--- src/rtl/red_pitaya_exp_trig_pkg.sv ---
// rtl/red_pitaya_exp_trig_pkg.sv - shared register map, init length and state encoding
package red_pitaya_exp_trig_pkg;

    localparam logic [19:0] REG_EN       = 20'h00;
    localparam logic [19:0] REG_RISE     = 20'h04;
    localparam logic [19:0] REG_FALL     = 20'h08;
    localparam logic [19:0] REG_DEB      = 20'h0C;
    localparam logic [19:0] REG_STABLE   = 20'h10;
    localparam logic [19:0] REG_FLAGS    = 20'h14;
    localparam logic [19:0] REG_SYNC     = 20'h18;
    localparam logic [19:0] REG_CNT_BASE = 20'h40;

    localparam int INIT_LEN = 3;

    typedef enum logic {
        ST_INIT,
        ST_RUN
    } state_t;

endpackage

--- src/rtl/red_pitaya_exp_trig_chan.sv ---
// rtl/red_pitaya_exp_trig_chan.sv - one pin: synchroniser, debounce, edge detect, counter, flag
module red_pitaya_exp_trig_chan #(
    parameter int DEB_W = 16,
    parameter int CNT_W = 16
) (
    input  logic             clk_i,
    input  logic             rst_i,
    input  logic             pin,
    input  logic             run,
    input  logic             init_load,
    input  logic             en,
    input  logic             rise_en,
    input  logic             fall_en,
    input  logic [DEB_W-1:0] deb_len,
    input  logic             flag_clr,
    input  logic             cnt_clr,
    output logic             sync,
    output logic             stable,
    output logic             ev,
    output logic             trig,
    output logic             flag,
    output logic [CNT_W-1:0] cnt
);

    logic             meta;
    logic             prev;
    logic [DEB_W-1:0] deb_cnt;

    // prev lags stable by one cycle, so an edge is seen exactly once after stable moves
    assign ev = run & en & ((rise_en & stable & ~prev) | (fall_en & ~stable & prev));

    always_ff @(posedge clk_i) begin
        if (rst_i) begin
            meta    <= 1'b0;
            sync    <= 1'b0;
            stable  <= 1'b0;
            prev    <= 1'b0;
            deb_cnt <= '0;
            trig    <= 1'b0;
            flag    <= 1'b0;
            cnt     <= '0;
        end else begin
            meta <= pin;
            sync <= meta;
            if (init_load) begin
                stable  <= sync;
                prev    <= sync;
                deb_cnt <= '0;
            end else if (run) begin
                prev <= stable;
                if (sync == stable) begin
                    deb_cnt <= '0;
                end else if (deb_cnt >= deb_len) begin
                    stable  <= sync;
                    deb_cnt <= '0;
                end else begin
                    deb_cnt <= deb_cnt + 1'b1;
                end
            end
            trig <= ev;
            if (ev) begin
                flag <= 1'b1;
            end else if (flag_clr) begin
                flag <= 1'b0;
            end
            if (cnt_clr) begin
                cnt <= {{(CNT_W-1){1'b0}}, ev};
            end else if (ev && (cnt != '1)) begin
                cnt <= cnt + 1'b1;
            end
        end
    end

endmodule

--- src/rtl/red_pitaya_exp_trig_rx.sv ---
// rtl/red_pitaya_exp_trig_rx.sv - expansion connector trigger receiver with bus registers
module red_pitaya_exp_trig_rx
    import red_pitaya_exp_trig_pkg::*;
#(
    parameter int DWE   = 8,
    parameter int DEB_W = 16,
    parameter int CNT_W = 16
) (
    input  logic             clk_i,
    input  logic             rst_i,
    input  logic [DWE-1:0]   exp_p_dat_i,
    input  logic [DWE-1:0]   exp_n_dat_i,
    output logic [2*DWE-1:0] trig_o,
    output logic             trig_any_o,
    input  logic [31:0]      sys_addr,
    input  logic [31:0]      sys_wdata,
    input  logic [3:0]       sys_sel,
    input  logic             sys_wen,
    input  logic             sys_ren,
    output logic [31:0]      sys_rdata,
    output logic             sys_err,
    output logic             sys_ack
);

    localparam int NCH = 2 * DWE;

    state_t           state_q, state_d;
    logic [1:0]       init_cnt_q;
    logic             init_load, run;
    logic [NCH-1:0]   en_q, rise_en_q, fall_en_q;
    logic [DEB_W-1:0] deb_len_q;
    logic [NCH-1:0]   pins, sync, stable, ev, flag, flag_clr, cnt_clr;
    logic [CNT_W-1:0] cnt [NCH];
    logic [19:0]      addr, cnt_off;
    logic             cnt_hit;
    logic [31:0]      rd_val;
    logic             unused_ok;

    assign unused_ok = &{1'b0, sys_sel, sys_addr[31:20], sys_wdata};
    assign sys_err   = 1'b0;
    assign pins      = {exp_n_dat_i, exp_p_dat_i};
    assign addr      = sys_addr[19:0];
    assign cnt_off   = addr - REG_CNT_BASE;
    assign cnt_hit   = (addr >= REG_CNT_BASE) && (cnt_off < 20'(4 * NCH)) && (addr[1:0] == 2'b00);
    assign init_load = (state_q == ST_INIT) && (init_cnt_q == 2'(INIT_LEN - 1));
    assign run       = (state_q == ST_RUN);
    assign flag_clr  = {NCH{sys_wen && (addr == REG_FLAGS)}} & sys_wdata[NCH-1:0];

    always_comb begin
        state_d = state_q;
        case (state_q)
            ST_INIT: if (init_load) state_d = ST_RUN;
            ST_RUN:  state_d = ST_RUN;
            default: state_d = ST_INIT;
        endcase
    end

    always_ff @(posedge clk_i) begin
        if (rst_i) begin
            state_q    <= ST_INIT;
            init_cnt_q <= '0;
        end else begin
            state_q <= state_d;
            if ((state_q == ST_INIT) && !init_load) begin
                init_cnt_q <= init_cnt_q + 1'b1;
            end
        end
    end

    for (genvar i = 0; i < NCH; i++) begin : g_chan
        assign cnt_clr[i] = sys_wen && cnt_hit && (cnt_off[19:2] == 18'(i));

        red_pitaya_exp_trig_chan #(
            .DEB_W (DEB_W),
            .CNT_W (CNT_W)
        ) u_chan (
            .clk_i     (clk_i),
            .rst_i     (rst_i),
            .pin       (pins[i]),
            .run       (run),
            .init_load (init_load),
            .en        (en_q[i]),
            .rise_en   (rise_en_q[i]),
            .fall_en   (fall_en_q[i]),
            .deb_len   (deb_len_q),
            .flag_clr  (flag_clr[i]),
            .cnt_clr   (cnt_clr[i]),
            .sync      (sync[i]),
            .stable    (stable[i]),
            .ev        (ev[i]),
            .trig      (trig_o[i]),
            .flag      (flag[i]),
            .cnt       (cnt[i])
        );
    end

    always_comb begin
        rd_val = '0;
        case (addr)
            REG_EN:     rd_val[NCH-1:0]   = en_q;
            REG_RISE:   rd_val[NCH-1:0]   = rise_en_q;
            REG_FALL:   rd_val[NCH-1:0]   = fall_en_q;
            REG_DEB:    rd_val[DEB_W-1:0] = deb_len_q;
            REG_STABLE: rd_val[NCH-1:0]   = stable;
            REG_FLAGS:  rd_val[NCH-1:0]   = flag;
            REG_SYNC:   rd_val[NCH-1:0]   = sync;
            default: begin
                for (int i = 0; i < NCH; i++) begin
                    if (cnt_hit && (cnt_off[19:2] == 18'(i))) rd_val[CNT_W-1:0] = cnt[i];
                end
            end
        endcase
    end

    always_ff @(posedge clk_i) begin
        if (rst_i) begin
            en_q       <= '0;
            rise_en_q  <= '0;
            fall_en_q  <= '0;
            deb_len_q  <= '0;
            trig_any_o <= 1'b0;
            sys_ack    <= 1'b0;
            sys_rdata  <= '0;
        end else begin
            trig_any_o <= |ev;
            sys_ack    <= sys_wen | sys_ren;
            sys_rdata  <= sys_ren ? rd_val : '0;
            if (sys_wen) begin
                case (addr)
                    REG_EN:   en_q      <= sys_wdata[NCH-1:0];
                    REG_RISE: rise_en_q <= sys_wdata[NCH-1:0];
                    REG_FALL: fall_en_q <= sys_wdata[NCH-1:0];
                    REG_DEB:  deb_len_q <= sys_wdata[DEB_W-1:0];
                    default:  ;
                endcase
            end
        end
    end

endmodule

--- config.mk ---
export PLATFORM = sky130hd
export DESIGN_NAME = red_pitaya_exp_trig_rx
export DESIGN_NICKNAME = d
export VERILOG_FILES = /design/src/rtl/red_pitaya_exp_trig_pkg.sv /design/src/rtl/red_pitaya_exp_trig_chan.sv /design/src/rtl/red_pitaya_exp_trig_rx.sv
export SDC_FILE = /design/constraint.sdc
export NUM_CORES = 2
export LEC_CHECK = 0
export BUFFER_PORTS_ARGS = -buffer_cell sky130_fd_sc_hd__buf_4
export CAP_MARGIN = 20
export CORE_MARGIN = 5
export CORE_UTILIZATION = 25
export CTS_CLUSTER_DIAMETER = 150
export DETAILED_ROUTE_END_ITERATION = 16
export PLACE_DENSITY = 0.47
export SLEW_MARGIN = 5
export SYNTH_ARGS = -nofsm -noshare
export SYNTH_HDL_FRONTEND = slang
export SYNTH_SLANG_ARGS = --single-unit
export TNS_END_PERCENT = 5
--- constraint.sdc ---
create_clock -name clk_i -period 8.6 [get_ports clk_i]
set_input_delay 1.29 -clock clk_i [delete_from_list [all_inputs] [get_ports clk_i]]
set_output_delay 1.29 -clock clk_i [all_outputs]
set_load 0.01 [all_outputs]
== Word level (Yosys, flattened, before mapping) ==
Index checks and enable logic that the tools add are counted.
Storage, ports and cells
  register bits after elaboration: 709
  input port bits: 88
  output and inout port bits: 51
Cells by class
  reductions and logical operators: 146
  add/sub/neg operators: 34
  equal/unequal tests: 70
  bitwise logic cells: 148
  multiplexer cells: 211
  order comparisons: 18
Operator list (count)
  2-to-1 mux 16 bit: 48
  adder 16 x 1 -> 16 bit (second input constant): 32
  >= comparator 16 bit: 16
  inequality test 16 bit (second input constant): 16
  2-to-1 mux 1 bit: 161
  == test 18 x 4 -> 1 bit (second input constant): 8
  case mux 16 bit (7 select lines): 1
  nonzero test 2 bit: 49
  bitwise AND 1 bit: 96
  == test 18 x 3 -> 1 bit (second input constant): 4
  == test 20 x 5 -> 1 bit (second input constant): 3
  logical AND 1 bit: 54
  AND reduction 3 bit: 16
  == test 20 x 4 -> 1 bit (second input constant): 2
  == test 18 x 2 -> 1 bit (second input constant): 2
  OR reduction 2 bit: 18
  NOT 1 bit: 34
  inequality test 2 bit (second input constant): 16
  == test 20 x 3 -> 1 bit (second input constant): 1
  >= comparator 20 x 7 -> 1 bit (second input constant): 1
  zero test 20 bit: 1
  < comparator 20 x 7 -> 1 bit (second input constant): 1
  subtractor 20 x 7 -> 20 bit (second input constant): 1
  == test 18 x 1 -> 1 bit (second input constant): 1
  other kinds (11): 45

== Longest topological paths before layout ==
  word-level depth: 22
  gate-level depth with buffers: 12
  mapped depth without buffers: 11

== Cells and area by module ==
From an unflattened synthesis, not the netlist that was laid out.
Second synthesis, totals
  cells, all modules: 5157
  area, all modules: 42129.2 µm²
By module, submodules not included
  red_pitaya_exp_trig_chan (g_chan[0].u_chan ...): area each 2192.1 µm², instances 15, cells an instance 262
  red_pitaya_exp_trig_rx: area each 7050.5 µm², instances 1, cells an instance 965
  red_pitaya_exp_trig_chan (g_chan[9].u_chan): area each 2197.1 µm², instances 1, cells an instance 262

== Worst setup path after synthesis ==
OpenSTA, ideal clock, no wires.
  kind: input-to-reg
  from: input port sys_addr[9]
  to: register g_chan[11].u_chan.cnt[10]
  cell stages on the path: 8
  arrival: 3567 ps
  slack: 4905 ps
  path through: or4_1 nor4b_1 mux2i_1 and3_1 nand2_2 o21ai_1 clkbuf_1 nor2_1
On the way
  word-level cells in the longest chain between the ends: 7
RTL lines
  from (decl): line red_pitaya_exp_trig_rx.sv:15  | input logic [31:0] sys_addr,
  subtractor 20 x 7 -> 20 bit: line red_pitaya_exp_trig_rx.sv:43  | assign cnt_off = addr - REG_CNT_BASE;
  < comparator 20 x 7 -> 1 bit: line red_pitaya_exp_trig_rx.sv:44  | assign cnt_hit = (addr >= REG_CNT_BASE) && (cnt_off < 20'(4 * NCH)) && (addr[1:0] == 2'b00);
  logical AND 1 bit (2 in a row): line red_pitaya_exp_trig_rx.sv:44
  logical AND 1 bit: line red_pitaya_exp_trig_rx.sv:71  | assign cnt_clr[i] = sys_wen && cnt_hit && (cnt_off[19:2] == 18'(i));
  logical AND 1 bit (*): line red_pitaya_exp_trig_rx.sv:71
  OR reduction 2 bit (no source line) (*)
  to (signal assigned): line red_pitaya_exp_trig_chan.sv:67  | cnt <= {{(CNT_W-1){1'b0}}, ev};
  to (signal assigned): line red_pitaya_exp_trig_chan.sv:69  | cnt <= cnt + 1'b1;
  to (decl): line red_pitaya_exp_trig_chan.sv:22  | output logic [CNT_W-1:0] cnt
Every way passes the cells marked *; elsewhere a longest branch is shown, timed or not.
A chain may end at the register's enable or synchronous reset.

== Worst setup path after layout ==
  from: input port sys_addr[9]
  to: register sys_rdata[0]
On the way
  word-level cells in the longest chain between the ends: 22
RTL lines
  subtractor 20 x 7 -> 20 bit: line red_pitaya_exp_trig_rx.sv:43
  < comparator 20 x 7 -> 1 bit: line red_pitaya_exp_trig_rx.sv:44
  logical AND 1 bit (2 in a row): line red_pitaya_exp_trig_rx.sv:44
  logical AND 1 bit: line red_pitaya_exp_trig_rx.sv:109  | if (cnt_hit && (cnt_off[19:2] == 18'(i))) rd_val[CNT_W-1:0] = cnt[i];
  2-to-1 mux 16 bit (16 in a row): line red_pitaya_exp_trig_rx.sv:109
  case mux 16 bit (7 select lines) (*): line red_pitaya_exp_trig_rx.sv:99  | case (addr)
  to (signal assigned): line red_pitaya_exp_trig_rx.sv:127  | sys_rdata <= sys_ren ? rd_val : '0;
  to (decl): line red_pitaya_exp_trig_rx.sv:20  | output logic [31:0] sys_rdata,
Marked as above.

==> summary.md <==
| Metric | Value |
|---|---|
| Total Wirelength | approximately 140,000 um |
| Drt pass-1 iters | 8 |
| Portion of synthesized cell area occupied by the leading cell type | 35.6% |
| Max H-tree Level | 3 |
| Placed Cells | 6,755 |
| Worst-path fanout max | 10 |
| Max clock buf depth | 3 |
| Initial cell density of the core | 25.2% |
| Critical Path End Type | flip-flop |
| I/O pin cnt | 139 |
| Clock Skew | approximately 0.044 ns |
| Final core utilization | between 20 and 30% |
| Count of distinct cell types in the synthesized netlist | just under 90 |
| Setup crit start | sys_addr[9] |
| Clock tree from TritonCTS | yes |
| Post-Syn Area | just under 40,000 um^2 |
| Gate Count Post-Synth | 4,764 |
| Startpoint type of the worst setup path | primary input |
| Port Buffers | between 80 and 90 |
| Via count of the first global-routing pass | approximately 33,000 |
| DR iter-0 viols | ~2,700 |
| Post-synthesis simple-gate area fraction | approximately a quarter |
| Startpoint of the worst register-to-register path | deb_len_q[0] |
| Async SR Flop Fraction | 0% |
| Num CTS Buffers | 84 |
| Non-Filler Cell Area, Final | around 45,000 um^2 |
| Top cell type by total area after synthesis | dfxtp_1 |
| Clock-pin slew of the registers on the worst-case setup and hold paths | roughly 0.060 ns |
| RSZ-0062 raised after global routing | no |
| Final-report hold violation count | 0 |
| Die Wd | 405 um |
| Wire per inst | roughly 20 um |
| Hold buffer count at CTS | 0 |
| Layout cells sized above 1 | around 8% |
| Standard cell core area | between 150,000 and 200,000 um^2 |
| Post-route antenna net violation count | 0 |
| Number of clock sinks seen by CTS | about 690 |
| Vertical extent of the die | about 400 um |
| Type of the most critical hold path | flip-flop to flip-flop |
| Global-route wire length before repair | between 200,000 and 250,000 um |
| Final routed DRC violation total | 0 |
| Xor and xnor area share after synthesis | 6.39% |
| Synth top area cells | dfxtp_1, ha_1, nand2_1 |
| PD cells | roughly 170 nW/um^2 |
| Combinational family with the most area after synthesis | simple AND/OR/NAND/NOR gates |
| Required arrival time at the worst endpoint | about 9.1 ns |
| Layout Area Growth over Synthesis | 14.5% |
| Leakage power | 0.0166 uW |
| Area after detailed placement | approximately 42,000 um^2 |
| VDD IR max | ~140 uV |
| Fraction of synthesized area in multiplexers | 3.69% |
| Slew at the pin with the worst max-slew slack | 1.11 ns |
| Resize count post-CTS | 0 |
| Clock Latency Late Sink | roughly 0.7 ns |
| Data arrival, critical path | about 5 ns |
| Final clock period utilization by the worst path | roughly 52% |
| Post-layout instance count excluding filler cells | approximately 7,000 |
| Mean area per synthesized cell | roughly 8.2 um^2 |
| GRT Resource Usage Total | 16.4% |
| Clock period minus worst slack | approximately 4.5 ns |
| Peak Freq | 222 MHz |
| Remaining Overflow, GRT | 0 |
| Share of synthesized area occupied by flip-flops and latches | between 30% and 40% |
| Most frequently used flop master after synthesis | dfxtp_1 |
| Final setup violating endpoints | 0 |
| Row Count | 144 |
| Outcome | completed |
| EDFF count, synth | 0 |
| Detailed placement HPWL | around 95,000 um |
| Number of setup buffers added after CTS | 0 |
| Last weighted congestion value of the routability-driven placer | between 0.9 and 1 |
| Adder and majority gate portion of the synthesized area | 9.29% |
| Overall power of the completed layout | about 7700 uW |
| DR vias/cell | approximately 5.1 |
| Worst slew margin | a little over a quarter |
| Compound-Gate Fraction of Synth Area | between 10% and 20% |
| DR vias | ~35,000 |
| Largest net degree at the start of global routing | 85 |
| Count of warnings emitted by yosys | 0 |
| Flops & latches, synth | just under 700 |
| Sum of negative setup slack | 0 ns |
| Total Die Area | 164,000 um^2 |
| Largest regs | g_chan.u_chan.cnt x256, g_chan.u_chan.deb_cnt x256 |
| Number of antenna violations at the first check in global routing | 17 |
| Max-slew violations | 0 |
| Min-delay src | g_chan[1].u_chan.meta |
| Setup CP Type | primary input to flip-flop |
| Count of max-cap constraint violations | 0 |
| Root buffer cell | clkbuf_16 |
| Final net count | 5,178 |
stage by stage:
| stage | setup slack [ns] | hold WS, ns |
|---|---|---|
| 2_1_floorplan | 4.91 | 0.414 |
| 3_3_place_gp | 3.68 | 0.423 |
| 3_5_place_dp | 3.67 | 0.424 |
| 4_1_cts | 4.38 | 0.438 |
| 5_1_grt | 4.13 | 0.453 |
| 6_report | 4.09 | 0.430 |
worst max-delay path, cell delays in order:
cell and delay [ns]:
buf_4 0.11, nor4_1 0.75, nand4_1 0.65, nor3_1 0.75, buf_4 0.30, a222oi_1 0.11
nand3_1 0.22, o211ai_1 0.17, a31oi_1 0.64
report_power, final:
| part | internal (uW) | total (uW) | switching (uW) | leakage [uW] |
|---|---|---|---|---|
| clock network | 2180 | 3720 | 1540 | 0.00140 |
| logic | 166 | 662 | 497 | 0.00960 |
| registers | 3230 | 3280 | 43.2 | 0.00559 |
| total | 5580 | 7660 | 2080 | 0.0166 |
per-layer routing:
| metal | routed length [um] | GRT usage, % | share of wire [%] |
|---|---|---|---|
| met1 | 63500 | 22.4 | 46 |
| met5 | 48 | 0 | 0.035 |
| met3 | 10900 | 4.05 | 7.8 |
| met4 | 3950 | 4.52 | 2.8 |
| met2 | 60600 | 25.6 | 44 |
cell usage after synthesis (48+ instances only):
library cell / instances
mux2i_1: 85
and3_1: 184
nor3_1: 48
nor2_1: 477
xnor2_1: 106
xor2_1: 178
o21ai_0: 379
nand4_1: 75
a21oi_1: 368
dfxtp_1: 693
a21o_1: 52
or3_1: 51
nand2_1: 629
inv_1: 87
clkbuf_1: 121
nor2b_1: 67
ha_1: 289
nand3_1: 206
layout make-up:
| type | count | area, um^2 |
|---|---|---|
| Fill cell | 16476 | 110000 |
| Timing Repair Buffer | 155 | 1170 |
| Inverter | 88 | 330 |
| Clock inverter | 35 | 432 |
| Clock buffer | 117 | 2410 |
| Tap cell | 2044 | 2560 |
| Multi-Input combinational cell | 3779 | 23800 |
| Sequential cell | 693 | 13900 |
| Antenna cell | 8 | 20.0 |
cells by family (layout without fill, tap and decap cells):
logic type                 Yosys count  in the layout
buffers and inverters              308            395
and+or+nand+nor                   1948           1948
other                                1             25
muxes                              116            116
adders and majority gates          289            289
AOI/OAI and AO/OA                 1125           1125
xor gates and xnor gates           284            284
DFF                                693            693
worst paths after layout:
| path | end | depth (start not counted) | slack, ns |
|---|---|---|---|
| worst max-delay path | sys_rdata[0] | 9 | 4.09 |
| worst min register to register | g_chan[1].u_chan.sync | 1 | 0.43 |
| worst max register to register | g_chan[14].u_chan.deb_cnt[1] | 11 | 4.66 |
| worst min-delay path | g_chan[1].u_chan.sync | 1 | 0.43 |
cells in the final DEF, fill, tap and decap left out, drive strengths merged, types with 106 or more instances in the layout:
master / n
nand3: 206
o21ai: 397
buf: 154
ha: 289
a21oi: 368
clkbuf: 118
and3: 184
dfxtp: 693
nand2: 630
nor2: 485
xor2: 178
xnor2: 106
Power figures use the tool's default switching activity.
